<file path="config.mk">
export PLATFORM = sky130hd
export DESIGN_NAME = fib_stack_engine_flat
export DESIGN_NICKNAME = d
export VERILOG_FILES = /design/src/rtl/fib_pkg.sv /design/src/rtl/fib_stack_engine_if.sv /design/src/rtl/fib_stack_engine_ctrl.sv /design/src/rtl/fib_stack_engine.sv /design/src/flat_wrapper.sv
export SDC_FILE = /design/constraint.sdc
export NUM_CORES = 1
export LEC_CHECK = 0
export CAP_MARGIN = 30
export CORE_UTILIZATION = 45
export DETAILED_ROUTE_END_ITERATION = 12
export PLACE_DENSITY_LB_ADDON = 0.15
export SLEW_MARGIN = 20
export SYNTH_ARGS = -nofsm -noshare
export SYNTH_HDL_FRONTEND = slang
export SYNTH_SLANG_ARGS = --single-unit
</file>
<file path="constraint.sdc">
create_clock -name clk -period 3.1 [get_ports clk]
set_input_delay 0.62 -clock clk [delete_from_list [all_inputs] [get_ports clk]]
set_output_delay 0.62 -clock clk [all_outputs]
set_load 0.1 [all_outputs]
</file>
<file path="src/rtl/fib_pkg.sv">
// Shared parameters and FSM state encodings for the Fibonacci stack engine.
// Optional build macro: FIB_SATURATE_EN (saturating result instead of wrap).
package fib_pkg;

    localparam int ENTRY_W     = 4;
    localparam int RES_W       = 8;
    localparam int STACK_DEPTH = 16;
    // One extra bit so the pointer can represent "full" as well as "empty".
    localparam int SP_W        = $clog2(STACK_DEPTH) + 1;

    localparam logic [2:0] ST_IDLE  = 3'd0;
    localparam logic [2:0] ST_INIT  = 3'd1;
    localparam logic [2:0] ST_POP   = 3'd2;
    localparam logic [2:0] ST_EVAL  = 3'd3;
    localparam logic [2:0] ST_PUSH2 = 3'd4;
    localparam logic [2:0] ST_DONE  = 3'd5;

endpackage

</file>
<file path="src/rtl/fib_stack_engine_if.sv">
// Command/result bundle of the Fibonacci stack engine.
// Handshake: the master holds start=1 while the engine is in IDLE or DONE to
// launch one computation with the current entry; entry is captured once, in
// the INIT cycle. done=1 (held in DONE) marks result as valid and stable;
// start and entry are ignored while the engine is busy.
// state is a read-only debug view of the controller FSM.
interface fib_stack_engine_if;

    logic                         start;
    logic [fib_pkg::ENTRY_W-1:0]  entry;
    logic [fib_pkg::RES_W-1:0]    result;
    logic                         done;
    logic [2:0]                   state;

    modport master (output start, entry, input result, done, state);
    modport slave  (input start, entry, output result, done, state);

endinterface

</file>
<file path="src/rtl/fib_stack_engine_ctrl.sv">
// Controller FSM: walks the recursive call tree one stack operation per cycle
// and issues datapath strobes (init, pop, push cur-1, push cur-2, accumulate).
module fib_stack_engine_ctrl
    import fib_pkg::*;
(
    input  logic       clk,
    input  logic       rst,
    input  logic       start,
    input  logic       backtrack,   // stack empty
    input  logic       cal_update,  // cur < 2, i.e. a leaf
    output logic       load_init,
    output logic       poping,
    output logic       updater,     // push cur-1
    output logic       alu,         // push cur-2
    output logic       cal_res,     // add leaf value into result
    output logic       done,
    output logic [2:0] state
);

    logic [2:0] state_q;
    logic [2:0] state_d;

    assign state = state_q;

    // State register with asynchronous abort to IDLE.
    always_ff @(posedge clk or negedge rst) begin
        if (!rst) state_q <= ST_IDLE;
        else      state_q <= state_d;
    end

    // Next-state and one-hot strobe decode.
    always_comb begin
        state_d   = state_q;
        load_init = 1'b0;
        poping    = 1'b0;
        updater   = 1'b0;
        alu       = 1'b0;
        cal_res   = 1'b0;
        done      = 1'b0;
        case (state_q)
            ST_IDLE: begin
                if (start) state_d = ST_INIT;
            end
            ST_INIT: begin
                load_init = 1'b1;
                state_d   = ST_POP;
            end
            ST_POP: begin
                poping  = 1'b1;
                state_d = ST_EVAL;
            end
            ST_EVAL: begin
                if (cal_update) begin
                    cal_res = 1'b1;
                    state_d = backtrack ? ST_DONE : ST_POP;
                end else begin
                    updater = 1'b1;
                    state_d = ST_PUSH2;
                end
            end
            ST_PUSH2: begin
                alu     = 1'b1;
                state_d = ST_POP;
            end
            ST_DONE: begin
                done = 1'b1;
                if (start) state_d = ST_INIT;
            end
            default: state_d = ST_IDLE;
        endcase
    end

endmodule

</file>
<file path="src/rtl/fib_stack_engine.sv">
// Fibonacci engine top: result = Fib(entry) computed by emulating the
// recursive call tree with an explicit LIFO. Hosts the datapath (stack,
// stack pointer, current node, accumulator) and the controller.
// Optional build macro: FIB_SATURATE_EN clamps result at all-ones instead of
// wrapping modulo 2**RES_W.
module fib_stack_engine
    import fib_pkg::*;
(
    input  logic                clk,
    input  logic                rst,
    fib_stack_engine_if.slave   bus
);

    logic               load_init;
    logic               poping;
    logic               updater;
    logic               alu;
    logic               cal_res;
    logic               backtrack;
    logic               cal_update;

    logic [ENTRY_W-1:0] stack_mem [STACK_DEPTH];
    logic [SP_W-1:0]    sp;
    logic [ENTRY_W-1:0] cur;
    logic [RES_W-1:0]   result_q;
    logic [RES_W-1:0]   sum;
    logic [ENTRY_W-1:0] push_data;
    logic [SP_W-2:0]    wr_idx;
    logic [SP_W-2:0]    top_idx;

    fib_stack_engine_ctrl u_ctrl (
        .clk        (clk),
        .rst        (rst),
        .start      (bus.start),
        .backtrack  (backtrack),
        .cal_update (cal_update),
        .load_init  (load_init),
        .poping     (poping),
        .updater    (updater),
        .alu        (alu),
        .cal_res    (cal_res),
        .done       (bus.done),
        .state      (bus.state)
    );

    assign backtrack  = (sp == '0);
    assign cal_update = (cur < ENTRY_W'(2));
    assign bus.result = result_q;

    // INIT restarts the stack, so its push always lands in slot 0.
    assign wr_idx  = load_init ? '0 : sp[SP_W-2:0];
    assign top_idx = sp[SP_W-2:0] - (SP_W-1)'(1);

    // Operand for the current push: the argument, or one of the two children.
    always_comb begin
        push_data = bus.entry;
        if (updater)  push_data = cur - ENTRY_W'(1);
        else if (alu) push_data = cur - ENTRY_W'(2);
    end

    // Leaf accumulation, either wrapping or clamping on overflow.
`ifdef FIB_SATURATE_EN
    logic [RES_W:0] sum_w;
    always_comb begin
        sum_w = {1'b0, result_q} + (RES_W+1)'(cur);
        sum   = sum_w[RES_W] ? '1 : sum_w[RES_W-1:0];
    end
`else
    always_comb begin
        sum = result_q + RES_W'(cur);
    end
`endif

    // Stack storage: plain memory, only the pointer needs reset.
    always_ff @(posedge clk) begin
        if (load_init || updater || alu) stack_mem[wr_idx] <= push_data;
    end

    // Stack pointer, current node and accumulator.
    always_ff @(posedge clk or negedge rst) begin
        if (!rst) begin
            sp       <= '0;
            cur      <= '0;
            result_q <= '0;
        end else begin
            if (load_init) begin
                sp       <= SP_W'(1);
                result_q <= '0;
            end else if (poping) begin
                sp  <= sp - SP_W'(1);
                cur <= stack_mem[top_idx];
            end else if (updater || alu) begin
                sp <= sp + SP_W'(1);
            end
            if (cal_res) result_q <= sum;
        end
    end

endmodule

</file>
<file path="src/flat_wrapper.sv">
// flat-port wrapper written by rule: the top's interface ports become plain ports
module fib_stack_engine_flat import fib_pkg::*;
  (clk, rst, bus_start, bus_entry, bus_result, bus_done, bus_state);
  fib_stack_engine_if bus_i ();
  input  logic clk;
  input  logic rst;
  input wire logic [$bits(bus_i.start)-1:0] bus_start;
  input wire logic [$bits(bus_i.entry)-1:0] bus_entry;
  output wire logic [$bits(bus_i.result)-1:0] bus_result;
  output wire logic [$bits(bus_i.done)-1:0] bus_done;
  output wire logic [$bits(bus_i.state)-1:0] bus_state;
  assign bus_i.start = bus_start;
  assign bus_i.entry = bus_entry;
  assign bus_result = bus_i.result;
  assign bus_done = bus_i.done;
  assign bus_state = bus_i.state;
  fib_stack_engine u_core (.clk(clk), .rst(rst), .bus(bus_i));
endmodule
</file>
---- Word level (Yosys, flattened, before mapping) ----
Memories as Yosys holds them, arrays and structs flattened. A register that Yosys moved wholly into a read port is not among the register bits.
Index checks and enable logic that the tools add are counted.
word-level totals
  bits in registers ....................... 16
  bits in latches ......................... 0
  bits in writable memories ............... 64
  bits in read-only memories .............. 0
  output and inout bits ................... 12
  word-level logic and storage cells ...... 51
  memories ................................ 1
cells by class
  add/subtract/negate cells ............... 6
  multipliers ............................. 0
  div/mod/pow operators ................... 0
  order comparisons ....................... 1
  eq/ne operators ......................... 6
  shift-type cells ........................ 0
  multiplexer cells ....................... 22
  bitwise logic cells ..................... 1
  reduce and logical (&&, ||, !) cells .... 11
memory list
  name              words  width  rd ports  clocked after memory_dff  wr ports  line                    source
  u_core.stack_mem  16     4      1         1                         1         fib_stack_engine.sv:22  logic [ENTRY_W-1:0] stack_mem [STACK_DEPTH];
operators by type and width
  cell                                                   count
  2-to-1 mux 8 bit                                       2
  2-to-1 mux 5 bit                                       3
  2-to-1 mux 4 bit                                       3
  one-hot mux 3 bit (4 select lines)                     1
  2-to-1 mux 1 bit                                       10
  2-to-1 mux 3 bit                                       3
  adder 8 x 4 -> 8 bit                                   1
  subtractor 4 x 1 -> 4 bit, second input constant       2
  == test 3 x 2 -> 1 bit, second input constant          2
  == test 3 bit, second input constant                   2
  adder 5 x 1 -> 5 bit, second input constant            1
  zero test 5 bit                                        1
  subtractor 5 x 1 -> 5 bit, second input constant       1
  < comparator 4 x 2 -> 1 bit, second input constant     1
  OR reduction 2 bit                                     2
  subtractor 4 x 2 -> 4 bit, second input constant       1
  == test 3 x 1 -> 1 bit, second input constant          1
  zero test 3 bit                                        1
  logical OR 1 bit                                       3
  nonzero test 3 bit                                     1
  inequality test 2 x 1 -> 1 bit, second input constant  1
  AND reduction 2 bit                                    1
  nonzero test 2 bit                                     1
  zero test 1 bit                                        1
  inverter 1 bit                                         1

---- Depth between registers and ports, before layout ----
Gate-level depths: netlist of run 1.
  depth in word-level cells ............... 7
  depth in mapped cells ................... 10

---- By module ----
A second synthesis of run 1 with hierarchy kept.
second synthesis, totals
  cell total of the unflattened synthesis .. 294
  area, all modules ....................... 3,992.6 sq um
by module, submodules not included
  module                 instances  cells each  area each (sq um)  seq. area each (sq um)
  fib_stack_engine       1          269         3,778.6            2,347.3
  fib_stack_engine_ctrl  1          25          214.0              75.1

---- Worst setup path after synthesis of run 1 ----
OpenSTA, ideal clock, no wires.
  path kind ............................... reg2out
  start point ............................. reg u_core.u_ctrl.state_q[0], in the netlist u_core.u_ctrl.state[0]
  end point ............................... out bus_done
  arrival time ............................ 2.656 ns
  data required time ...................... 2.480 ns
  setup slack ............................. -0.176 ns
  cell stages (with the launch flop) ...... 4
  buffers on the path ..................... 1
  cells stage by stage .................... dfrtp_1 -> clkbuf_1 -> nand2_1 -> nor2_1
between the ends
  cells in the longest elaborated chain, start to end .. 2
ends and longest elaborated chain
  item                    line                         source
  from (decl)             fib_stack_engine_ctrl.sv:20  logic [2:0] state_q;
  from (signal assigned)  fib_stack_engine_ctrl.sv:28  else state_q <= state_d;
  == test 3 bit           fib_stack_engine_ctrl.sv:40  case (state_q)
  2-to-1 mux 1 bit        fib_stack_engine_ctrl.sv:40
  to (decl)               flat_wrapper.sv:10           output wire logic [$bits(bus_i.done)-1:0] bus_done;
No other way between the ends.

---- Worst setup path after layout of run 1 ----
  start point ............................. reg u_core.u_ctrl.state_q[1], in the netlist u_core.u_ctrl.state[1]
  end point ............................... reg u_core.sp[4]
between the ends
  cells in the longest elaborated chain, start to end .. 4
ends and longest elaborated chain
  item                                                            line                                            source
  == test 3 x 2 -> 1 bit / == test 3 bit (equally long branches)  fib_stack_engine_ctrl.sv:40
  2-to-1 mux 1 bit                                                fib_stack_engine_ctrl.sv:40
  2-to-1 mux 5 bit / logical OR 1 bit (equally long branches)     fib_stack_engine.sv:89, fib_stack_engine.sv:92
  2-to-1 mux 5 bit / nonzero test 3 bit (equally long branches)   --
  to (signal assigned)                                            fib_stack_engine.sv:90                          sp <= sp - SP_W'(1);
  to (signal assigned)                                            fib_stack_engine.sv:93                          sp <= sp + SP_W'(1);
  to (decl)                                                       fib_stack_engine.sv:23                          logic [SP_W-1:0] sp;
Parallel ways exist; a longest one is shown, timed or not.
A chain may end at the register's enable or synchronous reset.

==> impl_metrics.env, run 1 <==
export IMPL_layout_nets=324
export IMPL_grt_first_pass_wirelength_um=12300
export IMPL_wl_per_cell_um=19.1
export IMPL_hold_path_class="flip-flop to flip-flop"
export IMPL_synth_seq_area_share_pct=60.6
export IMPL_fmax_mhz=374
export IMPL_vias=2333
export IMPL_maxSlewHeadroom_pct=57.0
export IMPL_whs_endpoint="u_core.bus.result[7]"
export IMPL_syn_inst=278
export IMPL_tightest_slew_ns=0.638
export IMPL_cp_max_fo=16
export IMPL_status="finished, final reports clean"
export IMPL_grt_use_total_pct=19.0
export IMPL_ys_flop_type="edfxtp_1"
export IMPL_crit_required_ns=3.40
export IMPL_remaining_drc_errors=0
export IMPL_cts_setup_buffers=0
export IMPL_drtIter0Drc=130
export IMPL_ys_top_cells_by_area="edfxtp_1 48%, dfrtp_1 13%, mux4_1 5.9%"
export IMPL_cp_start_kind="flip-flop"
export IMPL_cts_clk_slew_worst_paths_ns=0.10
export IMPL_place_inst=399
export IMPL_antenna_found_initial=0
export IMPL_syn_to_final_growth_pct=12.1
export IMPL_cts_tree="yes"
export IMPL_tns_ns=0
export IMPL_synth_cell_types=47
export IMPL_rsz0062_at_grt="false"
export IMPL_place_congestion=0.805
export IMPL_cp_arrival_ns=2.98
export IMPL_syn_nets=299
export IMPL_dp_hpwl_um=5400
export IMPL_yosysTopAreaCell="edfxtp_1"
export IMPL_r2r_start="u_core.u_ctrl.state[1]"
export IMPL_synthArstFlopShare_pct=23.8
export IMPL_grt_pass1_vias=2240
export IMPL_fin_crit_sh_pct=86.3
export IMPL_ys_ff_latch=84
export IMPL_r2r_cells=9
export IMPL_cts_inserted_buffers=9
export IMPL_min_path_cells=1
export IMPL_vias_per_cell=5.61
export IMPL_cts_buffer_depth=2
export IMPL_cts_resized=0
export IMPL_grt_max_degree=23
export IMPL_start_util_pct=46.0
export IMPL_clock_sinks=84
export IMPL_synthMostInstantiatedCell="edfxtp_1"
export IMPL_die_h_um=96.2
export IMPL_setup_viol=0
export IMPL_rows=34
export IMPL_setup_worst_path_end_class="flip-flop"
export IMPL_yosysWarnings=0
export IMPL_timing_rr_end="u_core.sp[4]"
export IMPL_fin_skew_ns=0.0119
export IMPL_clkLatencyLatePin_ns=0.37
export IMPL_power_leakage_uw=0.00168
export IMPL_period_needed_ns=2.67
export IMPL_cap_viol_max_count=0
export IMPL_yosys_top_cells_count="64 x edfxtp_1, 26 x nor2_1, 20 x dfrtp_1"
export IMPL_p_per_area_mw_per_mm2=1120
export IMPL_coreArea_mm2=0.00868
export IMPL_num_io_pins=19
export IMPL_avgSynthCellArea_um2=14.4
export IMPL_syn_cell_area_mm2=0.00400
export IMPL_ant_nets=0
export IMPL_synth_enable_flop_cells=64
export IMPL_htree_levels=3
export IMPL_dieArea_mm2=0.00926
export IMPL_routed_wl_um=7930
export IMPL_ir_drop_v=0.000493
export IMPL_hold_start="u_core.bus.result[7]"
export IMPL_drive_gt1_share_pct=17.9
export IMPL_netlist_area_leader_share_pct=48.1
export IMPL_rrSetupSlack_ns=0.43
export IMPL_num_antenna_cells=0
export IMPL_finalHoldViolations=0
export IMPL_port_buffers=18
export IMPL_slew_violations=0
export IMPL_die_x_um=96.2
export IMPL_drtPass1Iterations=4
export IMPL_cts_hold_buf=0
export IMPL_fin_cells=416
export IMPL_cts_root_buffer="clkbuf_8"
export IMPL_grt_ovfl_total=0
export IMPL_crit_type="flip-flop to flip-flop"
worst max path at each step:
| stage | from | end | slack [ns] |
|---|---|---|---|
| 4_1_cts | u_core.u_ctrl.state[1] | u_core.sp[4] | 0.43 |
| 2_1_floorplan | u_core.u_ctrl.state[1] | u_core.sp[4] | 0.11 |
| 3_5_place_dp | u_core.u_ctrl.state[1] | u_core.sp[4] | 0.44 |
| 3_3_place_gp | u_core.u_ctrl.state[1] | u_core.sp[4] | 0.51 |
| 5_1_grt | u_core.u_ctrl.state[1] | u_core.sp[4] | 0.21 |
| 6_report | u_core.u_ctrl.state[1] | u_core.sp[4] | 0.43 |
logic make-up (layout without fill, tap and decap cells):
| family | after synthesis | in the layout | share of synthesized area [%] |
|---|---|---|---|
| DFF | 84 | 84 | 60.6 |
| and+or+nand+nor | 78 | 78 | 9.99 |
| AOI/OAI and AO/OA | 45 | 45 | 7.26 |
| muxes | 27 | 27 | 12.7 |
| buffers and inverters | 21 | 51 | 2.66 |
| adders and majority gates | 14 | 14 | 4.76 |
| xor gates and xnor gates | 9 | 9 | 1.97 |
power breakdown:
| part | internal [uW] | total (uW) | switching (uW) |
|---|---|---|---|
| combinational | 956 | 2420 | 1460 |
| sequential | 1580 | 1800 | 219 |
| clock | 319 | 787 | 468 |
| total | 2860 | 5000 | 2150 |
stage by stage:
step / util [%] / cell area, um^2 / hold slack, ns / setup WS [ns] / total power (uW)
after floorplan: - / 4000 / 0.324 / 0.111 / 3600
after global placement: 49.2 / 4270 / 0.467 / 0.508 / 4230
after detailed placement: 49.2 / 4270 / 0.478 / 0.443 / 4240
after CTS: 51.5 / 4470 / 0.498 / 0.434 / 5030
after global routing: 51.6 / 4480 / 0.513 / 0.215 / 5300
final: 51.6 / 4480 / 0.487 / 0.426 / 5000
area by class of cell:
class,instances,area [um^2]
clock buffer,9,124
clock inverter,7,76.3
fill,751,4200
multi-input combinational,173,1470
tap,108,135
timing repair buffer,27,221
sequential,84,2420
inverter,8,30.0
state kept, by name (all words and copies together) (netlist names):
register and count:
u_core.cur 4, u_core.stack_mem 64, u_core.bus.result 8, u_core.sp 5, u_core.u_ctrl.state 3
critical path: stages, from the launching register on:
cell      delay [ns]
dfrtp_1         0.64
nand2b_1        0.20
or2_2           0.41
inv_1           0.18
ha_1            0.29
nor2b_1         0.15
o21a_1          0.17
or3_1           0.30
nand3_1         0.10
mux2i_1         0.17
routing by layer:
layer	GRT usage, %	part of all wire (%)	vias up
met5	0	0	-
met4	8.96	1.8	0
met3	3.16	2.8	12
met2	30.4	49	44
met1	25.4	47	1160
li1	-	-	1117
layout by cell type, fill, tap and decap left out, types with 5 or more instances in the layout:
cell,synthesis,routed
nand2_1,10,10
edfxtp_1,64,64
buf_4,0,20
dfrtp_1,20,20
mux2i_1,7,7
inv_1,8,8
xnor2_1,5,5
a21oi_1,13,13
mux4_1,9,9
clkbuf_8,0,9
ha_1,12,12
clkdlybuf4s50_1,0,6
nand3_1,12,12
nor3_1,6,6
o21ai_0,11,11
mux4_2,7,7
nor2_1,26,25
Power figures use the tool's default switching activity.
==> inputs of run 2 (changes only) <==
Settings changed: CORE_ASPECT_RATIO set to 0.5.
==> run 2 against run 1 <==
Net effect:
- core utilization grew 4.1 points
- sequential cell count did not move
- register-to-register slack better by 0.04 ns
- non-clock buffer count is 1 higher
- global-route usage rose by 0.40 points
- sequential share of layout area decreased by 1.6 points
- first-iteration DRC count is 38% higher
- final cell count grew 1.2%
- routed wire length rose by 2.6%
- critical endpoint unchanged
==> impl_metrics.env, run 2 (synthesis results as in run 1) <==
export IMPL_p_per_area_mw_per_mm2=1170
export IMPL_wl_per_cell_um=19.3
export IMPL_grt_use_total_pct=19.4
export IMPL_cp_max_fo=14
export IMPL_die_x_um=135
export IMPL_fin_util_pct=55.7
export IMPL_period_needed_ns=2.63
export IMPL_cts_tree="yes"
export IMPL_final_common_cell="edfxtp_1"
export IMPL_crit_path_top_delay_cell="dfrtp_1"
export IMPL_fin_crit_sh_pct=84.9
export IMPL_regMostFlops="u_core.stack_mem"
export IMPL_grt_first_pass_wirelength_um=12600
export IMPL_cts_root_buffer="clkbuf_16"
export IMPL_num_io_pins=19
export IMPL_grt_ovfl_total=0
export IMPL_fmax_mhz=380
export IMPL_port_buffers=18
export IMPL_status="finished, final reports clean"
export IMPL_vias_per_cell=5.70
export IMPL_fin_skew_ns=0.00632
export IMPL_num_antenna_cells=0
export IMPL_vias=2401
export IMPL_grt_max_degree=23
export IMPL_cts_inserted_buffers=9
export IMPL_cts_setup_buffers=0
export IMPL_rows=23
export IMPL_path_cells="nand2b_1, or2_2, inv_1, ha_1, nor2b_1, o21a_1, or3_1, nand3_1, mux2i_1"
export IMPL_clock_sinks=84
export IMPL_finalHoldViolations=0
export IMPL_setup_viol=0
export IMPL_cp_start_kind="flip-flop"
export IMPL_dieArea_mm2=0.00928
export IMPL_ir_drop_v=0.000736
export IMPL_tns_ns=0
export IMPL_coreArea_mm2=0.00829
export IMPL_crit_required_ns=3.36
export IMPL_antenna_found_initial=0
export IMPL_cts_hold_buf=0
export IMPL_r2r_start="u_core.u_ctrl.state[2]"
export IMPL_crit_type="flip-flop to flip-flop"
export IMPL_hold_path_class="flip-flop to flip-flop"
export IMPL_crit_path_max_incr_delay_ns=0.50
export IMPL_clkLatencyLatePin_ns=0.34
export IMPL_hold_start="u_core.bus.result[7]"
export IMPL_die_h_um=68.6
export IMPL_power_leakage_uw=0.00174
export IMPL_cts_resized=0
export IMPL_start_util_pct=48.2
export IMPL_min_path_cells=1
export IMPL_drtIter0Drc=180
export IMPL_r2r_cells=9
export IMPL_drive_gt1_share_pct=18.1
export IMPL_remaining_drc_errors=0
export IMPL_cts_clk_slew_worst_paths_ns=0.06
export IMPL_htree_levels=3
export IMPL_cp_arrival_ns=2.89
export IMPL_routed_wl_um=8140
export IMPL_use_met2_pct=29.7
export IMPL_rsz0062_at_grt="false"
export IMPL_place_congestion=0.872
export IMPL_grt_pass1_vias=2306
export IMPL_final_cell_mix="64 x edfxtp_1, 25 x nor2_1, 21 x buf_4"
export IMPL_cap_viol_max_count=0
export IMPL_final_area_mm2=0.00462
export IMPL_dp_hpwl_um=5630
export IMPL_setup_worst_path_end_class="flip-flop"
export IMPL_tightest_slew_ns=0.685
export IMPL_grt_util_met1_pct=26.7
export IMPL_worstSetupStartpoint="u_core.u_ctrl.state[2]"
export IMPL_largest_reg_flops=64
export IMPL_cts_buffer_depth=2
export IMPL_grt_use_met3_pct=5.48
export IMPL_ant_nets=0
export IMPL_layout_nets=325
export IMPL_top_usage_layer="met2"
export IMPL_slew_violations=0
export IMPL_syn_to_final_growth_pct=15.5
export IMPL_placed_area_mm2=0.00428
export IMPL_maxSlewHeadroom_pct=53.9
export IMPL_drtPass1Iterations=4
[run 2: cell types whose count changed in the layout (fill, tap and decap cells not counted), sizes merged]
cell    delta
bufinv     +2
buf        +1
clkinv     -2
[run 2: layer usage]
| metal | wire [um] | share of wire, % | vias to the layer above |
|---|---|---|---|
| li1 | - | - | 1124 |
| met1 | 3940 | 48 | 1208 |
| met2 | 3700 | 45 | 63 |
| met3 | 446 | 5.5 | 6 |
| met4 | 53 | 0.65 | 0 |
| met5 | 0 | 0 | - |
[run 2: path summary, 6_finish.rpt]
| kind | endpoint | slack, ns |
|---|---|---|
| max | u_core.sp[4] | 0.47 |
| min | u_core.bus.result[7] | 0.50 |
| max reg2reg | u_core.sp[4] | 0.47 |
| min reg2reg | u_core.bus.result[7] | 0.50 |
| max in group asynchronous | u_core.cur[1] | 2.08 |
| min in group asynchronous | u_core.sp[2] | 0.59 |
[run 2: final cells by class]
class,count,area (um^2)
fillers,665,3670
flip-flops and latches,84,2420
multi-input cells,173,1470
repair buffers,28,233
clock buffers,9,225
well taps,112,140
clock inverters,7,96.3
inverters,8,30.0
[run 2: stage by stage]
stage	setup WS, ns	std cells	power [uW]	hold WS (ns)
floorplan	0.111	278	3600	0.324
global route	0.286	421	5710	0.530
detailed placement	0.453	404	4260	0.485
CTS	0.465	420	5430	0.497
global placement	0.584	404	4190	0.478
finish	0.468	421	5400	0.496
[run 2: power breakdown]
part           switching (uW)  leakage (uW)  internal (uW)
clock                     438      0.000161            711
sequential                206      0.000833           1580
combinational            1490      0.000748            962
[run 2: critical path, delay by kind of cell (launching register included)]
kind | cells | cell delay [ns]
compound gates | 1 | 0.17
fa+ha+maj | 1 | 0.29
buf+inv | 1 | 0.18
flops | 1 | 0.50
mux | 1 | 0.18
simple gates | 5 | 1.23
==> inputs of run 3 (changes only) <==
Clock period 3.1 ns to 2.55 ns, I/O delays scaled along.
==> run 3 against run 2 <==
Net effect:
- sequential power increased by 17%
- total power grew 24%
- hold slack worse by 0.042 ns
- routed wire length rose by 3.2%
- non-clock buffer count grew 16
- core utilization grew 1.4 points
- critical path depth rose by 1
- final cell count increased by 3.8%
==> impl_metrics.env, run 3 (synthesis results as in run 1) <==
export IMPL_final_cell_mix="64 x edfxtp_1, 38 x buf_4, 25 x nor2_1"
export IMPL_fin_crit_sh_pct=91.5
export IMPL_setup_viol=0
export IMPL_die_h_um=68.6
export IMPL_tns_ns=0
export IMPL_cts_root_buffer="clkbuf_16"
export IMPL_fillers=672
export IMPL_htree_levels=3
export IMPL_place_inst=420
export IMPL_status="finished, final reports clean"
export IMPL_p_per_area_mw_per_mm2=1410
export IMPL_wl_met3_um=509
export IMPL_dp_hpwl_um=6040
export IMPL_finalHoldViolations=0
export IMPL_fin_util_pct=57.1
export IMPL_wl_per_cell_um=19.2
export IMPL_grt_ovfl_total=0
export IMPL_drtPass1Iterations=4
export IMPL_routed_wl_um=8400
export IMPL_grt_use_total_pct=19.8
export IMPL_cts_clk_slew_worst_paths_ns=0.07
export IMPL_crit_required_ns=2.83
export IMPL_grt_max_degree=17
export IMPL_cts_buffer_depth=2
export IMPL_timing_rr_end="u_core.sp[4]"
export IMPL_r2r_start="u_core.u_ctrl.state[1]"
export IMPL_ant_nets=0
export IMPL_layout_nets=341
export IMPL_rrSetupSlack_ns=0.22
export IMPL_cts_hold_buf=0
export IMPL_power_leakage_uw=0.00180
export IMPL_r2r_cells=10
export IMPL_start_util_pct=48.2
export IMPL_hold_path_class="primary input to asynchronous set/reset pin"
export IMPL_largest_reg_flops=64
export IMPL_num_antenna_cells=0
export IMPL_crit_type="flip-flop to flip-flop"
export IMPL_vias_per_cell=5.67
export IMPL_remaining_drc_errors=0
export IMPL_ir_drop_v=0.00102
export IMPL_rsz0062_at_grt="false"
export IMPL_fmax_mhz=429
export IMPL_syn_to_final_growth_pct=18.3
export IMPL_die_x_um=135
export IMPL_num_io_pins=19
export IMPL_regMostFlops="u_core.stack_mem"
export IMPL_cap_viol_max_count=0
export IMPL_final_common_cell="edfxtp_1"
export IMPL_setup_worst_path_end_class="flip-flop"
export IMPL_top_layer_used="met4"
export IMPL_fin_cells=437
export IMPL_cts_tree="yes"
export IMPL_slew_violations=0
export IMPL_drive_gt1_share_pct=23.7
export IMPL_maxSlewHeadroom_pct=62.3
export IMPL_cts_setup_buffers=0
export IMPL_worstSetupStartpoint="u_core.u_ctrl.state[1]"
export IMPL_cp_start_kind="flip-flop"
export IMPL_cp_arrival_ns=2.61
export IMPL_place_congestion=0.822
export IMPL_grt_first_pass_wirelength_um=12700
export IMPL_clkLatencyLatePin_ns=0.35
export IMPL_tightest_slew_ns=0.563
export IMPL_dr_wl_met2_um=3770
export IMPL_port_buffers=18
export IMPL_grt_pass1_vias=2398
export IMPL_coreArea_mm2=0.00829
export IMPL_drtIter0Drc=165
export IMPL_fin_skew_ns=0.00994
export IMPL_antenna_found_initial=0
export IMPL_wl_met1_um=4010
export IMPL_dieArea_mm2=0.00928
export IMPL_cts_resized=0
export IMPL_period_needed_ns=2.33
export IMPL_clock_sinks=84
export IMPL_rows=23
export IMPL_vias=2479
export IMPL_cp_max_fo=15
export IMPL_cts_inserted_buffers=9
-- run 3: metrics by stage --
| step | setup slack, ns | power (uW) | instance area [um^2] | hold slack, ns |
|---|---|---|---|---|
| 2_1_floorplan | 0.0222 | 4410 | 4020 | 0.214 |
| 5_1_grt | 0.0859 | 7020 | 4730 | 0.495 |
| 4_1_cts | 0.213 | 6690 | 4720 | 0.471 |
| 3_3_place_gp | 0.297 | 5270 | 4420 | 0.464 |
| 3_5_place_dp | 0.228 | 5370 | 4420 | 0.479 |
| 6_report | 0.217 | 6680 | 4730 | 0.454 |
-- run 3: cell type report --
type | count | area (um^2) | share of cell area (%)
flip-flops and latches | 84 | 2430 | 51.4
multi-input cells | 173 | 1480 | 31.3
repair buffers | 44 | 345 | 7.30
clock buffers | 9 | 225 | 4.76
well taps | 112 | 140 | 2.96
clock inverters | 7 | 75.1 | 1.59
inverters | 8 | 30.0 | 0.635
-- run 3: how the worst max path moves through the flow --
| stage | cells after the start | endpoint | slack [ns] |
|---|---|---|---|
| 3_3_place_gp | 10 | u_core.sp[4] | 0.30 |
| 4_1_cts | 10 | u_core.sp[4] | 0.21 |
| 2_1_floorplan | 9 | u_core.cur[0] | 0.02 |
| 3_5_place_dp | 10 | u_core.sp[4] | 0.23 |
| 5_1_grt | 10 | u_core.sp[4] | 0.09 |
| 6_report | 10 | u_core.sp[4] | 0.22 |
-- run 3: critical path, stage by stage, from the launching register on --
cell	delay, ns
dfrtp_4	0.41
buf_4	0.20
nand2b_4	0.08
or2_2	0.30
inv_2	0.11
ha_1	0.27
nor2b_1	0.15
o21a_1	0.17
or3_1	0.30
nand3_1	0.10
mux2i_1	0.18
-- run 3: routing by layer --
layer / vias to the layer above / GRT usage [%]
met4: 0 / 8.57
met3: 10 / 6.80
met2: 70 / 31.1
li1: 1155 / -
met1: 1244 / 25.5
met5: - / 0
-- run 3: power by group --
group | switching, uW | leakage (uW) | internal [uW]
registers | 151 | 0.000829 | 1940
logic | 1960 | 0.000826 | 1310
clock network | 556 | 0.000145 | 765
total | 2670 | 0.00180 | 4010
